File: src/rtl/icache_axi_rd_bridge_if.sv
// Purpose: interfaces for the I-cache read port and the 32-bit AXI read channels.
// Latency: none; wiring only.
// Backpressure: the cache port uses rd_req/rd_rdy; AXI uses AR and R valid/ready.
//
// icache_rd_if : the cache is the master and the bridge is the slave.
//   rd_req/rd_type/rd_addr go from cache to bridge.
//   rd_rdy/ret_valid/ret_data go from bridge to cache.
// axi_rd_if    : the bridge is the master and the crossbar is the slave.
//   AR channel : arid/araddr/arlen/arsize/arburst/arvalid, with arready returned.
//   R channel  : rid/rdata/rresp/rlast/rvalid, with rready returned.

interface icache_rd_if;
  logic         rd_req;
  logic         rd_type;
  logic [31:0]  rd_addr;
  logic         rd_rdy;
  logic         ret_valid;
  logic [255:0] ret_data;

  modport master (output rd_req, rd_type, rd_addr,
                  input  rd_rdy, ret_valid, ret_data);
  modport slave  (input  rd_req, rd_type, rd_addr,
                  output rd_rdy, ret_valid, ret_data);
endinterface

interface axi_rd_if #(
  parameter int ID_W = 4
);
  logic [ID_W-1:0] arid;
  logic [31:0]     araddr;
  logic [7:0]      arlen;
  logic [2:0]      arsize;
  logic [1:0]      arburst;
  logic            arvalid;
  logic            arready;
  logic [ID_W-1:0] rid;
  logic [31:0]     rdata;
  logic [1:0]      rresp;
  logic            rlast;
  logic            rvalid;
  logic            rready;

  modport master (output arid, araddr, arlen, arsize, arburst, arvalid, rready,
                  input  arready, rid, rdata, rresp, rlast, rvalid);
  modport slave  (input  arid, araddr, arlen, arsize, arburst, arvalid, rready,
                  output arready, rid, rdata, rresp, rlast, rvalid);
endinterface

File: src/rtl/icache_axi_rd_bridge.sv
// Purpose: turns I-cache refill/uncached reads into single AXI read bursts and returns a 256-bit line.
// Latency: request accepted at edge N gives arvalid in N+1; last R beat at edge M gives ret_valid in M+1.
// Backpressure: rd_rdy only in IDLE; honours arready and rvalid; no back-pressure on the return pulse.
//
// Ports:
//   clk, resetn : clock and asynchronous active-low reset.
//   cache       : icache_rd_if.slave (rd_req/rd_type/rd_addr in; rd_rdy/ret_valid/ret_data out).
//   axi         : axi_rd_if.master (AR and R channels; rid and rresp are ignored).

module icache_axi_rd_bridge #(
  parameter int              ID_W   = 4,
  parameter logic [ID_W-1:0] AXI_ID = '0
) (
  input  logic         clk,
  input  logic         resetn,
  icache_rd_if.slave   cache,
  axi_rd_if.master     axi
);

  typedef enum logic [1:0] {IDLE, AR, R, RET} state_t;

  state_t             state_q, state_d;
  logic [2:0]         cnt_q,   cnt_d;
  logic [7:0][31:0]   buf_q,   buf_d;
  logic               type_q,  type_d;
  logic [31:0]        addr_q,  addr_d;

  // Only one transaction is ever outstanding, so the response ID and status carry no information.
  logic unused_ok;
  assign unused_ok = ^{axi.rid, axi.rresp};

  always_ff @(posedge clk or negedge resetn) begin
    if (!resetn) begin
      state_q <= IDLE;
      cnt_q   <= '0;
      buf_q   <= '0;
      type_q  <= 1'b0;
      addr_q  <= '0;
    end else begin
      state_q <= state_d;
      cnt_q   <= cnt_d;
      buf_q   <= buf_d;
      type_q  <= type_d;
      addr_q  <= addr_d;
    end
  end

  always_comb begin
    state_d = state_q;
    cnt_d   = cnt_q;
    buf_d   = buf_q;
    type_d  = type_q;
    addr_d  = addr_q;

    unique case (state_q)
      IDLE: begin
        if (cache.rd_req) begin
          type_d  = cache.rd_type;
          addr_d  = cache.rd_addr;
          cnt_d   = '0;
          buf_d   = '0;
          state_d = AR;
        end
      end
      AR: begin
        if (axi.arready) state_d = R;
      end
      R: begin
        if (axi.rvalid) begin
          buf_d[cnt_q] = axi.rdata;
          // Counter sticks at 7 so an over-long burst keeps overwriting the top word.
          if (cnt_q != 3'd7) cnt_d = cnt_q + 3'd1;
          if (axi.rlast) state_d = RET;
        end
      end
      RET: begin
        state_d = IDLE;
      end
      default: state_d = IDLE;
    endcase
  end

  // Outputs decode straight from the registered state and latched request, so
  // araddr/arlen cannot move while AR is stalled.
  assign cache.rd_rdy    = (state_q == IDLE);
  assign cache.ret_valid = (state_q == RET);
  assign cache.ret_data  = buf_q;

  assign axi.arid    = AXI_ID;
  assign axi.araddr  = type_q ? {addr_q[31:5], 5'b0} : addr_q;
  assign axi.arlen   = type_q ? 8'd7 : 8'd0;
  assign axi.arsize  = 3'b010;
  assign axi.arburst = 2'b01;
  assign axi.arvalid = (state_q == AR);
  assign axi.rready  = (state_q == R);

endmodule

File: src/flat_wrapper.sv
// flat-port wrapper written by rule: the top's interface ports become plain ports
module icache_axi_rd_bridge_flat 
#(
  parameter int              ID_W   = 4,
  parameter logic [ID_W-1:0] AXI_ID = '0
)
  (clk, resetn, cache_rd_req, cache_rd_type, cache_rd_addr, cache_rd_rdy, cache_ret_valid, cache_ret_data, axi_arid, axi_araddr, axi_arlen, axi_arsize, axi_arburst, axi_arvalid, axi_rready, axi_arready, axi_rid, axi_rdata, axi_rresp, axi_rlast, axi_rvalid);
  icache_rd_if cache_i ();
  axi_rd_if #(.ID_W(ID_W)) axi_i ();
  input  logic clk;
  input  logic resetn;
  input wire logic [$bits(cache_i.rd_req)-1:0] cache_rd_req;
  input wire logic [$bits(cache_i.rd_type)-1:0] cache_rd_type;
  input wire logic [$bits(cache_i.rd_addr)-1:0] cache_rd_addr;
  output wire logic [$bits(cache_i.rd_rdy)-1:0] cache_rd_rdy;
  output wire logic [$bits(cache_i.ret_valid)-1:0] cache_ret_valid;
  output wire logic [$bits(cache_i.ret_data)-1:0] cache_ret_data;
  output wire logic [$bits(axi_i.arid)-1:0] axi_arid;
  output wire logic [$bits(axi_i.araddr)-1:0] axi_araddr;
  output wire logic [$bits(axi_i.arlen)-1:0] axi_arlen;
  output wire logic [$bits(axi_i.arsize)-1:0] axi_arsize;
  output wire logic [$bits(axi_i.arburst)-1:0] axi_arburst;
  output wire logic [$bits(axi_i.arvalid)-1:0] axi_arvalid;
  output wire logic [$bits(axi_i.rready)-1:0] axi_rready;
  input wire logic [$bits(axi_i.arready)-1:0] axi_arready;
  input wire logic [$bits(axi_i.rid)-1:0] axi_rid;
  input wire logic [$bits(axi_i.rdata)-1:0] axi_rdata;
  input wire logic [$bits(axi_i.rresp)-1:0] axi_rresp;
  input wire logic [$bits(axi_i.rlast)-1:0] axi_rlast;
  input wire logic [$bits(axi_i.rvalid)-1:0] axi_rvalid;
  assign cache_i.rd_req = cache_rd_req;
  assign cache_i.rd_type = cache_rd_type;
  assign cache_i.rd_addr = cache_rd_addr;
  assign cache_rd_rdy = cache_i.rd_rdy;
  assign cache_ret_valid = cache_i.ret_valid;
  assign cache_ret_data = cache_i.ret_data;
  assign axi_arid = axi_i.arid;
  assign axi_araddr = axi_i.araddr;
  assign axi_arlen = axi_i.arlen;
  assign axi_arsize = axi_i.arsize;
  assign axi_arburst = axi_i.arburst;
  assign axi_arvalid = axi_i.arvalid;
  assign axi_rready = axi_i.rready;
  assign axi_i.arready = axi_arready;
  assign axi_i.rid = axi_rid;
  assign axi_i.rdata = axi_rdata;
  assign axi_i.rresp = axi_rresp;
  assign axi_i.rlast = axi_rlast;
  assign axi_i.rvalid = axi_rvalid;
  icache_axi_rd_bridge #(.ID_W(ID_W), .AXI_ID(AXI_ID)) u_core (.clk(clk), .resetn(resetn), .cache(cache_i), .axi(axi_i));
endmodule
File: config.mk
export PLATFORM = sky130hd
export DESIGN_NAME = icache_axi_rd_bridge_flat
export DESIGN_NICKNAME = d
export VERILOG_FILES = /design/src/rtl/icache_axi_rd_bridge_if.sv /design/src/rtl/icache_axi_rd_bridge.sv /design/src/flat_wrapper.sv
export SDC_FILE = /design/constraint.sdc
export NUM_CORES = 1
export LEC_CHECK = 0
export BUFFER_PORTS_ARGS = -buffer_cell sky130_fd_sc_hd__buf_2
export CORE_UTILIZATION = 36
export CTS_BUF_LIST = sky130_fd_sc_hd__clkbuf_4
export DETAILED_ROUTE_END_ITERATION = 12
export PLACE_DENSITY = 0.66
export SLEW_MARGIN = 5
export SYNTH_ARGS = -nofsm -noshare
export SYNTH_HDL_FRONTEND = slang
export SYNTH_SLANG_ARGS = --single-unit
export TNS_END_PERCENT = 10
File: constraint.sdc
create_clock -name clk -period 1.7 [get_ports clk]
set_clock_uncertainty 0.05 [all_clocks]
set_input_delay 0.51 -clock clk [delete_from_list [all_inputs] [get_ports clk]]
set_output_delay 0.51 -clock clk [all_outputs]
set_load 0.02 [all_outputs]
# == Word level (Yosys, flattened, before mapping) ==
# Index checks and enable logic that the tools add are counted.
# word_totals
wordCells,48
reg_bits,294
out_inout_bits,309
input_bits,77
# classes
add_sub_neg,1
reduce_logical,7
mux,17
n_lt_le_gt_ge,2
eq_ne,9
# op_table
operator,count
256-bit two-way mux,2
256-bit one-hot mux with 2 select lines,1
256-bit bitwise mux,1
32-bit demux with 3-bit select,1
32-bit two-way mux,1
3-bit two-way mux,4
2-bit two-way mux,4
"2-bit by 1-bit != test with 1-bit output, second input constant",4
2-bit one-hot mux with 4 select lines,1
4-bit AND reduction,2
3-bit one-hot mux with 2 select lines,1
5-bit two-way mux,1
"2-bit == test, second input constant",2
"3-bit by 4-bit < comparator with 1-bit output, second input constant",1
"3-bit by 1-bit adder with 3-bit output, second input constant",1
"3-bit by 1-bit >= comparator with 1-bit output, second input constant",1
"3-bit != test, second input constant",1
3-bit AND reduction,1
"2-bit by 1-bit == test with 1-bit output, second input constant",1
2-bit zero test,1
"2-bit != test, second input constant",1
2-bit AND reduction,1
2-bit nonzero test,1
1-bit logical AND,1

# == Longest topological paths before layout ==
# Gate-level depths: netlist (run 1).
# logic_depth
word_depth,7
depth_mapped,8
depth_no_buf,5

# == Least setup slack after synthesis (run 1) ==
# No wires, ideal clock.
# synth_timing
path_type,flip-flop to flip-flop
from,reg u_core.state_q[0]
to,reg u_core.buf_q (netlist bit u_core.cache.ret_data[193])
setup_ns,0.121
path_stages_with_launch,8
n_path_buf,2
t_required_ns,1.529
t_arrival_ns,1.729
slack_ns,-0.200
synth_period_minus_slack_ns,1.900
path_cell_list,dfrtp_1 inv_1 ha_1 or2_1 buf_4 o2111ai_2 buf_2 a22o_1
# synth_via
elab_chain_len,3
word_cells_on_any_way,7
cone_classes,eq/ne (3); mux (1); reduce/logical (3)
# synth_rtl
item,line_no,text
from (decl),icache_axi_rd_bridge.sv:22,"state_t state_q, state_d;"
from (signal assigned),icache_axi_rd_bridge.sv:40,state_q <= state_d;
2-bit == test (*),--,
net axi_rready,flat_wrapper.sv:24,output wire logic [$bits(axi_i.rready)-1:0] axi_rready;
2-bit by 1-bit != test with 1-bit output (no source line) / 2-bit nonzero test (equally long branches),--,
3-bit AND reduction (no source line),--,
to (signal assigned),icache_axi_rd_bridge.sv:42,buf_q <= buf_d;
to (decl),icache_axi_rd_bridge.sv:24,"logic [7:0][31:0] buf_q, buf_d;"
# Mark *: on every way through the listed nets, which the timed path passes. The rest lies on a longest branch.
# A chain may end at the register's enable or synchronous reset.

# == Final worst setup path (run 1) ==
# layout_timing
from,reg u_core.state_q[1]
to,out axi_rready
# layout_via
elab_chain_len,1
# layout_rtl
item,line_no,text
2-bit == test,icache_axi_rd_bridge.sv:95,assign axi.rready = (state_q == R);
to (decl),flat_wrapper.sv:24,
# Every way passes these cells.

==> results of run 1 <==
[timing repair]
| item | in CTS | in global routing |
|---|---|---|
| cloned | 9 | 2 |
| endpoints found under the hold margin | 78 | 0 |
| endpoints found under the setup margin | 555 | 561 |
| pin swaps | 83 | 21 |
| hold buffers | 29 | 0 |
| resized for setup | 171 | 135 |
| setup buffers | 18 | 6 |
[how the worst max path moves through the flow]
| stage | slack (ns) | startpoint | endpoint |
|---|---|---|---|
| detailed placement | -0.17 | u_core.state_q[0]$_DFFE_PN0P_ | u_core.cache.ret_data[241]$_DFFE_PN0P_ |
| global placement | -0.14 | u_core.state_q[1]$_DFFE_PN0P_ | u_core.cache.ret_data[241]$_DFFE_PN0P_ |
| CTS | -0.44 | u_core.state_q[0]$_DFFE_PN0P_ | cache_rd_rdy |
| finish | -0.39 | u_core.state_q[1]$_DFFE_PN0P_ | axi_rready |
| floorplan | -0.02 | u_core.state_q[0]$_DFFE_PN0P_ | u_core.cache.ret_data[193]$_DFFE_PN0P_ |
| global route | -0.47 | u_core.state_q[1]$_DFFE_PN0P_ | axi_arvalid |
[stage by stage]
step	setup TNS, ns	hold slack, ns	area [um^2]	cells
2_1_floorplan	-1.50	0.164	11800	838
3_3_place_gp	-23.42	0.392	14400	1602
3_5_place_dp	-31.13	0.393	14400	1602
4_1_cts	-82.84	0.00585	16700	1788
5_1_grt	-102.52	0.0246	17200	1803
6_report	-66.00	0.0710	17200	1803
[power breakdown]
group	internal, uW	leakage, uW	switching, uW
clock network	3360	0.000583	2950
logic	6370	0.00406	7700
registers	8360	0.00400	989
total	18100	0.00865	11600
[cells in the mapped netlist]
master / n / area, um^2
sky130_fd_sc_hd__a221o_1: 2 / 20.0
sky130_fd_sc_hd__o2bb2ai_2: 30 / 450
sky130_fd_sc_hd__nand3_1: 3 / 15.0
sky130_fd_sc_hd__a32oi_1: 1 / 8.76
sky130_fd_sc_hd__buf_6: 3 / 33.8
sky130_fd_sc_hd__o2111ai_2: 7 / 105
sky130_fd_sc_hd__nor3_1: 2 / 10.0
sky130_fd_sc_hd__ha_1: 6 / 75.1
sky130_fd_sc_hd__dfrtp_1: 294 / 7360
sky130_fd_sc_hd__nand2_1: 36 / 135
sky130_fd_sc_hd__inv_1: 3 / 11.3
sky130_fd_sc_hd__or2_1: 1 / 6.26
sky130_fd_sc_hd__or3_1: 1 / 6.26
sky130_fd_sc_hd__nand4b_2: 1 / 15.0
sky130_fd_sc_hd__clkbuf_1: 13 / 48.8
sky130_fd_sc_hd__buf_4: 53 / 398
sky130_fd_sc_hd__and3_1: 5 / 31.3
sky130_fd_sc_hd__o2111a_1: 1 / 11.3
sky130_fd_sc_hd__a22o_1: 128 / 1120
sky130_fd_sc_hd__nor3b_1: 2 / 15.0
sky130_fd_sc_hd__conb_1: 2 / 7.51
sky130_fd_sc_hd__nor3b_2: 1 / 12.5
sky130_fd_sc_hd__nor2b_1: 40 / 250
sky130_fd_sc_hd__nor4b_2: 1 / 15.0
sky130_fd_sc_hd__buf_2: 44 / 220
sky130_fd_sc_hd__and3b_1: 3 / 26.3
sky130_fd_sc_hd__o2111ai_4: 1 / 26.3
sky130_fd_sc_hd__and2_1: 2 / 12.5
sky130_fd_sc_hd__nand2b_1: 3 / 18.8
sky130_fd_sc_hd__nor2_1: 2 / 7.51
sky130_fd_sc_hd__nor3_2: 1 / 10.0
sky130_fd_sc_hd__o2bb2ai_1: 99 / 867
sky130_fd_sc_hd__mux2_2: 35 / 394
[flip-flops by register name, indices dropped and copies added, names as in the netlist]
name,flops
u_core.state_q,2
u_core.cache.ret_data,256
u_core.addr_q,32
u_core.cnt_q,3
u_core.type_q,1
[kinds of logic (layout without fill, tap and decap cells)]
logic type               Yosys count  in the layout
adder cells (fa/ha/maj)            6              6
multiplexers                      35             35
other                              2             22
AO/OA/AOI/OAI                    269            269
AND/OR/NAND/NOR                  104            104
flip-flops                       294            294
buffers and inverters            116            638
[cell type report]
type	instances	area (um^2)	area share, %
clock inverters	23	173	1.00
clock buffers	107	803	4.67
well taps	435	544	3.16
repair buffers	505	4360	25.3
flip-flops and latches	294	7360	42.8
inverters	3	13.8	0.0800
multi-input cells	428	3930	22.9
diodes	8	20.0	0.116
[metal layers]
metal	share of wire [%]	global-route usage, %	routed length (um)	vias up
met4	3.9	11.9	1520	0
met3	5.5	4.55	2120	102
li1	-	-	-	4078
met2	48	35.9	18600	436
met5	0	0	0	-
met1	43	29.9	16500	4701
[critical path: cells and delay by family, from the launching register on]
kind | cells | cell delay (ns)
fa+ha+maj | 1 | 0.17
buf+inv | 2 | 0.28
flops | 1 | 0.41
==> metrics, run 1 <==
final setup slack of the worst path=-0.392 ns; routed wire length=around 39000 um; most used cells in the layout excluding fill and tap cells=292 x sky130_fd_sc_hd__dfrtp_1, 242 x sky130_fd_sc_hd__buf_2, 139 x sky130_fd_sc_hd__buf_6, 128 x sky130_fd_sc_hd__a22o_1, 107 x sky130_fd_sc_hd__clkbuf_4; Core Box Area=31800 um^2; Sink Count=294; RSZ-0062 raised after global routing=true; initial cell density of the core=36.9%; Final period util=123%; RR Startpoint=u_core.state_q[0]$_DFFE_PN0P_; fin. max-slew vios=0; Worst EP arrival=around 1.5 ns; launch point of the worst hold path=cache_rd_addr[14]; total DRC errors in the routed layout=0; shortest period the worst path allows=2.09 ns; die outline area=33300 um^2; layout overhead on the synthesized area=46.5%; Max FO, Critical Path=4; min-delay worst type=in -> reg; area fraction in compound gates after synthesis=22.2%; worst hold path cell count=2; top-level I/O count=386; number of library cell types mapped by synthesis=33; Die Width=between 150 and 200 um; Clk Latency, worst-skew pair=0.67 ns; gp weighted congestion=0.834; layout cells sized above 1=approximately half; row cnt=65; total power of the final layout=29700 uW; dominant combinational cell family by area after synthesis=compound AO/OA/AOI/OAI gates; clock tree from TritonCTS=yes; mean instance size in the synthesized netlist=14.2 um^2; total congestion overflow=0; run status=finished, violations left; slowest cell delay on critical path=0.41 ns; mux cell area share after synthesis=around 3.4%; WL per Instance=21.5 um; cell with the largest stage delay on the worst path=sky130_fd_sc_hd__dfrtp_1; starting DRC count in detailed routing=429; worst flop-to-flop path endpoint=u_core.cache.ret_data[203]$_DFFE_PN0P_; number of buffers between clock root and the deepest sink=3; sequential cell area fraction in the yosys report=62.7%; Power Density=roughly 1700 nW/um^2; Total Routing Usage GR=22.8%; final design utilization=54.1%; dpl hpwl=between 20000 and 25000 um; actual slew at the worst max-slew pin=just over 0.7 ns; count of H-tree levels built during CTS=3; endpoint with the worst hold slack=u_core.addr_q[14]$_DFFE_PN0P_; cells along the critical path=buf_4, ha_4, buf_6; height of the chip=183 um; Max Fclk=0.478 GHz; Crit. End Element=output pin; most common cell after layout, fill and taps aside=sky130_fd_sc_hd__dfrtp_1; post-synthesis sequential element count=294; clock slew at reported path FFs=0.07 ns; maximum ir drop on the vdd rail=769 uV; count of endpoints failing hold in the final timing report=0; XOR/XNOR share of the synthesized area=0%; count of input and output buffers=around 370; total number of yosys warnings=0; max-capacitance violation count=0; headroom to the max-slew limit=51.6%; final-layout fill cell count=around 2600; vias in the first global route=9709; number of instances in the synthesized netlist=between 800 and 900; Worst EP required=about 1.1 ns; average via count per standard cell=approximately 5.2; initial antenna violation count=8; Final setup violation count=553; Setup CP Type=reg -> out; worst reg-to-reg path cell count=9; adder-cell share of the synthesized area=0.639%; Antenna Violating Nets Remaining=0; total clock buffers created by CTS=just under 80; kind of start point of the critical path=register; Root Driver=sky130_fd_sc_hd__clkbuf_4; leakage power of the design=between 0.008 and 0.009 uW; failing checks=setup timing; area fraction in and, or, nand and nor cells after synthesis=5.00%; Worst Setup Slack post-DPL=-0.171 ns; number of iterations in the first detailed-routing pass=4; wire length of the first global-routing pass=57800 um; cell area after synthesis=11700 um^2; routed via count=9317; maximum number of pins on one net before global-route repair=46; R2R setup slack=-0.26 ns; fin nets=1392
No activity file was read; power rests on OpenSTA's default activity.
==> run 2: changes to the inputs <==
--- a/config.mk
+++ b/config.mk
@@ -5,6 +5,7 @@
 export SDC_FILE = /design/constraint.sdc
 export NUM_CORES = 1
 export LEC_CHECK = 0
+export ABC_AREA = 1
 export BUFFER_PORTS_ARGS = -buffer_cell sky130_fd_sc_hd__buf_2
 export CORE_UTILIZATION = 36
 export CTS_BUF_LIST = sky130_fd_sc_hd__clkbuf_4
==> run 2 against run 1 <==
  * The flow still finishes with violations (setup timing)
  * First-iteration DRC count up 73%
  * Maximum frequency shrank 4.7%
  * Global-route usage increased by 1.1 points
  * Via count increased by 27%
  * Final cell count is 35% higher
  * Sequential cell count did not move
  * Utilization up 2.1 points
  * Highest routed layer unchanged
==> metrics, run 2 <==
number of library cell types mapped by synthesis=22 (-33%); launch point of the worst hold path=axi_rdata[9]; final setup slack of the worst path=-0.496 ns (-0.104 ns); area of placed instances=15800 um^2 (+9.3%); fin nets=2005 (+44%); Power Density=1720 nW/um^2 (-0.55%); mean instance size in the synthesized netlist=9.17 um^2 (-36%); most used cells in the layout excluding fill and tap cells=517 x sky130_fd_sc_hd__nand2_1, 292 x sky130_fd_sc_hd__dfrtp_1, 235 x sky130_fd_sc_hd__nand3_1, 214 x sky130_fd_sc_hd__buf_2, 171 x sky130_fd_sc_hd__buf_6; WL per Instance=18.7 um (-13%); Max Fclk=0.455 GHz (-4.7%); Sum Neg Setup Slack=-107.07 ns (-41.07 ns); worst reg-to-reg path cell count=13 (+4); cell taking the most area after synthesis=sky130_fd_sc_hd__dfrtp_1; initial cell density of the core=36.7% (-0.26 points); run status=finished, violations left; cell area after synthesis=12700 um^2 (+8.1%); Final Instance Count excl. Fillers=2440 (+35%); count of H-tree levels built during CTS=3 (unchanged); fin. max-slew vios=0 (unchanged); Crit. End Element=output pin; area share of the leading cell type in the synthesized netlist=57.9% (-4.7 points); Core Box Area=34600 um^2 (+8.9%); most common cell after layout, fill and taps aside=sky130_fd_sc_hd__nand2_1; dpl hpwl=28000 um (+15%); post-route standard cell area excluding fillers=19500 um^2 (+13%); post-synthesis sequential element count=294 (unchanged); number of buffers between clock root and the deepest sink=3 (unchanged); Die Width=190 um (+3.9%); wire length of the first global-routing pass=66000 um (+14%); layout cells sized above 1=40.8% (-10 points); vias in the first global route=11900 (+22%); R2R setup slack=-0.33 ns (-0.07 ns); total number of yosys warnings=0 (unchanged); switching power total=13700 uW (+17%); Post-synth top cells=555 x sky130_fd_sc_hd__nand2_1, 294 x sky130_fd_sc_hd__dfrtp_1, 265 x sky130_fd_sc_hd__nand3_1; clock slew at reported path FFs=0.07 ns (about the same); failing checks=setup timing; total clock buffers created by CTS=81 (+5.2%); part of the total power dissipated in the clock network=20.1% (-1.1 points); final-layout fill cell count=2965 (+13%); RR Startpoint=u_core.state_q[1]$_DFFE_PN0P_; fraction of power spent switching nets=40.8% (+1.7 points); gp weighted congestion=0.845 (+1.4%); Setup CP Type=reg -> out; total congestion overflow=0 (unchanged); number of instances in the synthesized netlist=1385 (+68%); max reg flops=256 (unchanged); layout overhead on the synthesized area=53.4%; worst hold path cell count=5 (+3); max-capacitance violation count=0 (unchanged); FFs w/ async S/R, synth=100% (unchanged); Worst EP arrival=1.64 ns (+0.11 ns); sequential cell area fraction in the yosys report=57.9% (-4.7 points); total power of the final layout=33500 uW (+13%); worst flop-to-flop path endpoint=u_core.cache.ret_data[231]$_DFFE_PN0P_; Worst EP required=1.14 ns (about the same); average via count per standard cell=4.86 (-6.0%); Clk Latency, worst-skew pair=0.73 ns (+0.06 ns); number of iterations in the first detailed-routing pass=5 (+1); clock tree from TritonCTS=yes; kind of start point of the critical path=register; min-delay worst type=in -> reg; combinational share of power=54.2% (+6.9 points); Total Routing Usage GR=23.9% (+1.1 points); Sink Count=294 (unchanged); RSZ-0062 raised after global routing=true; endpoint with the worst hold slack=u_core.cache.ret_data[233]$_DFFE_PN0P_; Max FO, Critical Path=3 (-1); Placed Cells=2204 (+38%); worst setup path startpoint=u_core.state_q[1]$_DFFE_PN0P_; total DRC errors in the routed layout=0 (unchanged); relative contribution of sequential cells to total power=25.7% (-5.7 points); leakage power of the design=0.0111 uW (+28%); starting DRC count in detailed routing=741 (+73%); routed wire length=45600 um (+18%); die outline area=36000 um^2 (+8.0%); internal power=19800 uW (+9.5%); maximum ir drop on the vdd rail=981 uV (+28%); Final period util=129% (+6.1 points); maximum number of pins on one net before global-route repair=53 (+15%); most frequent cell after synthesis=sky130_fd_sc_hd__nand2_1; shortest period the worst path allows=2.20 ns (+0.104 ns); Main synth FF type=sky130_fd_sc_hd__dfrtp_1; Root Driver=sky130_fd_sc_hd__clkbuf_4; count of input and output buffers=365 (unchanged); row cnt=68 (+4.6%); top post-synthesis cells by area=sky130_fd_sc_hd__dfrtp_1 58%, sky130_fd_sc_hd__nand2_1 16%, sky130_fd_sc_hd__nand3_1 10%; number of flops mapped to enable cells by yosys=0 (unchanged); top-level I/O count=386 (unchanged); final-layout worst hold slack=0.138 ns (+0.0671 ns); count of endpoints failing hold in the final timing report=0 (unchanged); Antenna Violating Nets Remaining=0 (unchanged); height of the chip=190 um (+3.9%); initial antenna violation count=3 (-5); routed via count=11900 (+27%); Final setup violation count=584 (+5.6%)
==> run 2: worst max-delay path by stage <==
stage / to / slack [ns] / depth (start not counted)
6_report: axi_arvalid / -0.50 / 4
5_1_grt: axi_arvalid / -0.59 / 4
4_1_cts: cache_ret_valid / -0.60 / 3
3_5_place_dp: u_core.cache.ret_data[118]$_DFFE_PN0P_ / -0.08 / 10
3_3_place_gp: u_core.cache.ret_data[79]$_DFFE_PN0P_ / -0.05 / 10
2_1_floorplan: u_core.cache.ret_data[224]$_DFFE_PN0P_ / 0.03 / 9
==> run 2: layout make-up <==
| type | instances | area [um^2] | area share, % |
|---|---|---|---|
| Tap cell | 455 | 569 | 2.92 |
| Antenna cell | 4 | 10.0 | 0.0514 |
| Timing Repair Buffer | 571 | 5660 | 29.0 |
| Sequential cell | 294 | 7360 | 37.8 |
| Clock inverter | 16 | 131 | 0.674 |
| Multi-Input combinational cell | 919 | 4600 | 23.6 |
| Clock buffer | 126 | 946 | 4.86 |
| Inverter | 55 | 209 | 1.07 |
==> run 2: through the flow <==
stage                     setup WS, ns  utilization, %
after floorplan                 0.0263               -
after global placement         -0.0472            45.5
after detailed placement       -0.0824            45.5
after CTS                       -0.595            52.4
after global routing            -0.593            56.3
final                           -0.496            56.3
==> run 2: cell families (layout without fill, tap and decap cells) <==
| logic type | Yosys count | count (layout) | synth area share, % |
|---|---|---|---|
| simple gates | 859 | 861 | 28.7 |
| flops | 294 | 294 | 57.9 |
| buf+inv | 186 | 768 | 9.70 |
| mux | 28 | 28 | 2.48 |
| compound gates | 10 | 10 | 0.483 |
| fa+ha+maj | 6 | 6 | 0.591 |
| other cells | 2 | 18 | 0.0591 |
==> run 2: worst max-delay path: stages (launching register included) <==
cell and delay, ns:
sky130_fd_sc_hd__dfrtp_2 0.45, sky130_fd_sc_hd__inv_4 0.06, sky130_fd_sc_hd__buf_6 0.12, sky130_fd_sc_hd__ha_4 0.15, sky130_fd_sc_hd__buf_6 0.12
==> run 2: routing by layer <==
metal | track usage, % | share of wire [%] | vias to the layer above
li1 | - | - | 5472
met1 | 29.2 | 40 | 5761
met2 | 38.6 | 49 | 513
met3 | 7.21 | 8.0 | 110
met4 | 11.3 | 3.7 | 0
met5 | 0 | 0 | -
==> run 2: what timing repair did <==
item / CTS / global route
setup buffers: 21 / 13
gates cloned: 0 / 23
pin swaps: 14 / 21
gates resized for setup: 254 / 184
setup endpoints to repair: 558 / 577
hold endpoints to repair: 327 / 0
hold buffers: 34 / 0
==> run 2: power by group through the flow <==
| stage | Combinational, uW | Sequential (uW) | Clock (uW) |
|---|---|---|---|
| after floorplan | 7750 | 9140 | 0 |
| after CTS | 13900 | 8520 | 6910 |
| after global placement | 12900 | 8540 | 0 |
| after detailed placement | 13000 | 8580 | 0 |
| final | 18100 | 8620 | 6710 |
| after global routing | 19100 | 8710 | 7290 |
